==> config.mk <==
export PLATFORM = sky130hd
export DESIGN_NAME = sc_stream_encoder
export DESIGN_NICKNAME = d
export VERILOG_FILES = /design/src/rtl/sc_stream_encoder.sv
export SDC_FILE = /design/constraint.sdc
export NUM_CORES = 1
export LEC_CHECK = 0
export CAP_MARGIN = 20
export CORE_ASPECT_RATIO = 0.6
export CORE_MARGIN = 1
export CORE_UTILIZATION = 35
export CTS_CLUSTER_SIZE = 10
export DETAILED_ROUTE_END_ITERATION = 10
export DONT_BUFFER_PORTS = 1
export SLEW_MARGIN = 20
export SYNTH_ARGS = -nofsm -noshare
export SYNTH_HDL_FRONTEND = slang
export SYNTH_SLANG_ARGS = --single-unit
==> constraint.sdc <==
create_clock -name clk -period 2.2 [get_ports clk]
set_input_delay 0.44 -clock clk [delete_from_list [all_inputs] [get_ports clk]]
set_output_delay 0.44 -clock clk [all_outputs]
set_load 0.02 [all_outputs]
==> src/rtl/sc_stream_encoder.sv <==
// sc_stream_encoder: converts a binary ones-count into a 2^width-bit
// stochastic bitstream, one frame per loaded value. The frame position
// counter (counter_sob) is free-running and shared with the downstream
// de-correlator/regenerator.
//
// Handshake: a value transfers on a rising edge where in_valid & in_ready
// and rst is low. in_ready is simply !pending_full straight from a
// register, so it never depends combinationally on in_valid. The
// handshake is independent of enable.
module sc_stream_encoder #(
    parameter int width = 5
) (
    input  logic             clk,
    input  logic             rst,
    input  logic             enable,
    input  logic [width:0]   in_value,
    input  logic             in_seq_sel,
    input  logic             in_valid,
    output logic             in_ready,
    output logic [width-1:0] counter_sob,
    output logic             sof,
    output logic             stream_out,
    output logic             frame_active
);

    // Largest meaningful ones-count: every bit of the frame set.
    localparam logic [width:0]   FULL_COUNT = {1'b1, {width{1'b0}}};
    localparam logic [width-1:0] LAST_POS   = '1;

    logic [width:0]   r_pend_val;
    logic             r_pend_sel;
    logic             r_pend_full;
    logic [width:0]   r_act_val;
    logic             r_act_sel;
    logic             r_frame_active;
    logic [width-1:0] r_counter;

    logic [width:0]   w_sat_val;
    logic             w_accept;
    logic             w_boundary;
    logic [width-1:0] w_rev;
    logic [width-1:0] w_key;

    // Clamp requests above the frame length so they mean "all ones".
    always_comb begin
        w_sat_val = in_value;
        if (in_value > FULL_COUNT) begin
            w_sat_val = FULL_COUNT;
        end
    end

    assign w_accept   = in_valid & ~r_pend_full;
    assign w_boundary = enable & (r_counter == LAST_POS);

    // Bit-reversed counter gives the low-discrepancy ordering.
    always_comb begin
        w_rev = '0;
        for (int i = 0; i < width; i++) begin
            w_rev[i] = r_counter[width-1-i];
        end
    end

    assign w_key = r_act_sel ? r_counter : w_rev;

    // Frame counter, pending buffer and active-frame registers.
    always_ff @(posedge clk) begin
        if (rst) begin
            r_counter      <= '0;
            r_pend_val     <= '0;
            r_pend_sel     <= 1'b0;
            r_pend_full    <= 1'b0;
            r_act_val      <= '0;
            r_act_sel      <= 1'b0;
            r_frame_active <= 1'b0;
        end else begin
            if (enable) begin
                r_counter <= r_counter + width'(1);
            end
            // Loading and accepting are mutually exclusive: a load needs
            // pending full, an accept needs it empty. A value accepted on
            // the boundary edge therefore waits a whole frame in pending.
            if (w_boundary) begin
                if (r_pend_full) begin
                    r_act_val      <= r_pend_val;
                    r_act_sel      <= r_pend_sel;
                    r_frame_active <= 1'b1;
                    r_pend_full    <= 1'b0;
                end else begin
                    r_act_val      <= '0;
                    r_frame_active <= 1'b0;
                end
            end
            if (w_accept) begin
                r_pend_val  <= w_sat_val;
                r_pend_sel  <= in_seq_sel;
                r_pend_full <= 1'b1;
            end
        end
    end

    assign in_ready     = ~r_pend_full;
    assign counter_sob  = r_counter;
    assign sof          = (r_counter == '0);
    assign frame_active = r_frame_active;
    // Exactly act_val keys in 0..2^width-1 fall below act_val, in either ordering.
    assign stream_out   = r_frame_active & ({1'b0, w_key} < r_act_val);

endmodule

### After elaboration in Yosys (flattened, before gate mapping)

Cells that the tools add are included.

| cells by class | value |
|---|---|
| order comparisons | 2 |
| reductions and logical operators | 3 |
| equal/unequal tests | 1 |
| mux-type cells | 6 |
| bitwise logic cells | 4 |
| $add $sub $neg | 1 |

Operator list:

| kind | number |
|---|---|
| 6-bit two-way mux | 2 |
| 6-bit greater-than comparator (second input constant) | 1 |
| 5-bit by 6-bit less-than comparator with 1-bit output | 1 |
| 5-bit by 1-bit adder with 5-bit output (second input constant) | 1 |
| 5-bit equality test (second input constant) | 1 |
| 5-bit logical NOT | 1 |
| 5-bit two-way mux | 1 |
| 1-bit bitwise AND | 3 |
| 1-bit two-way mux | 3 |
| 2-bit AND reduction | 1 |
| 2-bit nonzero test | 1 |
| 1-bit NOT | 1 |

| storage, ports and cells | value |
|---|---|
| word-level logic and storage cells | 24 |
| output and inout bits | 9 |
| flip-flop bits (word level) | 21 |
| input port bits | 11 |

### Longest topological paths before layout

| logic depth | value |
|---|---|
| word-level depth | 4 |
| mapped depth | 7 |
| depth with buffers taken out | 6 |

### Least setup slack after synthesis

No wires, ideal clock.

| timing | value |
|---|---|
| path type | reg2out |
| start | register r_counter[0], in the netlist counter_sob[0] |
| end | output stream_out |
| cell stages (with the launch flop) | 7 |
| data arrival time | 1718 ps |
| buffers on the path | 0 |
| data required time | 1760 ps |
| slack | 42 ps |
| cells stage by stage | dfxtp_1 inv_1 o21ai_0 ha_1 a21oi_1 o21ai_0 nor3_1 |

| on the way | value |
|---|---|
| cells in the longest elaborated chain, start to end | 3 |

RTL lines:

| item | line | text |
|---|---|---|
| from (decl) | 36 | `logic [width-1:0] r_counter;` |
| from (signal assigned) | 77 | `r_counter <= r_counter + width'(1);` |
| 5-bit two-way mux | 63 | `assign w_key = r_act_sel ? r_counter : w_rev;` |
| 5-bit by 6-bit less-than comparator with 1-bit output | 106 | `assign stream_out = r_frame_active & ({1'b0, w_key} < r_act_val);` |
| 1-bit bitwise AND | 106 |  |
| to (decl) | 22 | `output logic stream_out,` |

No other way between the ends.

### Worst setup path in the final report

| timing | value |
|---|---|
| start | register r_act_sel |
| end | output stream_out |

| on the way | value |
|---|---|
| cells in the longest elaborated chain, start to end | 3 |

RTL lines:

| item | line | text |
|---|---|---|
| from (decl) | 34 | `logic r_act_sel;` |
| from (signal assigned) | 85 | `r_act_sel <= r_pend_sel;` |
| 5-bit two-way mux | 63 |  |
| 5-bit by 6-bit less-than comparator with 1-bit output | 106 |  |
| 1-bit bitwise AND | 106 |  |

No other way between the ends.

==> metrics.txt <==
status=complete, but fails checks; failing checks=negative setup slack; clock slew at reported path FFs=80 ps; final instance area=1150 µm²; Worst Reg-to-Reg Cells=7; synth-to-layout area growth=15.0%; CP Launch Point=r_act_sel; Post-Synthesis Cells=119; DRT Pass-1 Iters=4; dpl cells=152; synth unique cells=24; r2r setup slk=440 ps; Sink Count=21; Fmax=452 MHz; Die Span X=71.1 µm; Max Root-Sink Buffers=2; Final Slew Violations=0; CP Max Fanout=2; post-synth net total=137; Finish-stage setup viols=1; Root Buffer=clkbuf_8; # DRC=0; Initial Util=38.4%; Required @ worst endpoint=1760 ps; commonest non-fill, non-tap cells in the layout=nand2_1 (20), dfxtp_1 (18), a21oi_1 (14), inv_1 (9), nor2_1 (8); Avg WL per Cell=14.2 µm; number of global-route vias before repair=743; Routed Antenna Nets=0; io pins=20; nets@finish=143; max-cap viol count=0; Post-DP Area=1060 µm²; final worst slack=-11.3 ps; CP Launch Type=flip-flop; Inserted Clock Buffers=3; die area=3090 µm²; H-Tree Depth=1; CTS Hold Bufs=0; mapped cell area=1000 µm²; pre-CTS worst setup slack=255 ps; Chip Height=43.5 µm; Worst Setup End Kind=primary output; peak supply drop=0.346 mV; Routability Congestion=0.795; largest net degree at the start of global routing=22; Worst Hold Margin=230 ps; Iter 0 DRT Violations=31; P_leak=0.423 nW; Via density=5.24; Fin. Hold Viols=0; RSZ-0062 raised after global routing=yes; # diodes=0; #FFs+latches synth=21; initial antenna violation count=0; sequential element share of the synthesized area=41.9%; Worst Setup EP=stream_out; crit path time final=2210 ps; most common cell after layout, fill and taps aside=nand2_1; Avg Cell Area, Syn=8.43 µm²; vias post-DR=818; Core ar.=2610 µm²; share of cells above drive strength 1=16.1%; FP Rows=14; final WL=2220 µm; first-pass GRT wire length=3550 µm; Final HPWL DP=1560 µm; CTS tree=built; final worst-path cycle share=101%; Hold WC Path Type=primary input to flip-flop; Clock Latency Late Sink=260 ps; Final Skew=2.09 ps; GRT Total Usage=15.3%; arrival time worst endpoint=1770 ps; total grt overflow=0; Slew headroom=72.5%; Cell Count, Final, Fillers Out=156; R2R Path Start=counter_sob[0]; Worst Max-Slew Pin Slew=412 ps; # port buffers=0; synth warn=0; PD cells=646 nW/µm²; Critical R2R Capture=r_act_sel; WS Path Type=flip-flop to primary output
state kept, by name, indices dropped and copies added (netlist names):
register	cells
counter_sob	5
frame_active	1
r_act_sel	1
r_act_val	6
r_pend_full	1
r_pend_sel	1
r_pend_val	6
routing by layer:
| metal | share of wire (%) | up-vias | track usage (%) |
|---|---|---|---|
| met5 | 0 | - | 0 |
| met4 | 1.1 | 0 | 4.80 |
| li1 | - | 418 | - |
| met1 | 52 | 380 | 21.3 |
| met3 | 4.1 | 5 | 5.12 |
| met2 | 43 | 15 | 22.5 |
per-stage QoR:
step	total power, mW	utilization, %	setup TNS, ps
2_1_floorplan	0.468	-	0
3_3_place_gp	0.478	40.5	0
3_5_place_dp	0.481	40.5	0
4_1_cts	0.743	42.7	0
5_1_grt	0.776	44.2	-49.9
6_report	0.746	44.2	-11.3
Yosys cell counts, drive strengths merged:
library cell  number  area [µm²]
a21oi             15        75.1
a311oi             2        17.5
and2b              1        7.51
and3               1        6.26
buf                4        31.3
clkbuf             2        7.51
dfxtp             21         420
ha                 7        87.6
inv                9        33.8
mux2               1        11.3
mux2i              4        40.0
nand2             20        75.1
nand2b             1        6.26
nand3              1        5.00
nand3b             6        45.0
nand4              7        43.8
nor2               8        30.0
nor3               1        5.00
nor4b              1        8.76
o21ai              4        20.0
xnor2              1        8.76
xor2               2        17.5
how the worst min path moves through the flow:
stage / depth (start not counted) / endpoint / start
final: 1 / r_pend_val[0] / rst
after global routing: 1 / r_pend_val[0] / rst
after CTS: 1 / r_pend_val[5] / rst
after detailed placement: 2 / r_act_val[1] / r_act_val[1]
after global placement: 2 / r_act_val[1] / r_act_val[1]
after floorplan: 2 / r_act_val[2] / r_act_val[2]
power breakdown:
group | total (mW) | switching [mW] | internal, mW
clock | 0.265 | 0.137 | 0.128
combinational | 0.0778 | 0.0418 | 0.0360
sequential | 0.403 | 0.0119 | 0.391
worst max-delay path, stage by stage, from the launching register on:
cell and delay [ps]:
dfxtp_2 360, mux2_4 320, ha_4 270, o21ai_2 50
a311oi_1 260, nor3_1 90, buf_4 160
what timing repair did:
action | in CTS | in global routing
pin swaps | 5 | 6
setup endpoints to repair | 1 | 1
buffers inserted | 0 | 0
gates resized for setup | 6 | 7
hold endpoints to repair | 0 | 0
cell type report:
cell class | count | area [µm²]
Multi-Input combinational cell | 83 | 551
Tap cell | 32 | 40.0
Sequential cell | 21 | 424
Fill cell | 260 | 1460
Timing Repair Buffer | 7 | 56.3
Clock inverter | 1 | 7.51
Clock buffer | 3 | 41.3
Inverter | 9 | 33.8
cells by family after synthesis:
logic type	count (synthesis)	synth area share, %
buffers and inverters	15	7.23
XOR/XNOR	3	2.62
AO/OA/AOI/OAI	21	11.2
multiplexers	5	5.11
adder cells (fa/ha/maj)	7	8.73
flip-flops	21	41.9
AND/OR/NAND/NOR	47	23.2
Power figures use the tool's default switching activity.
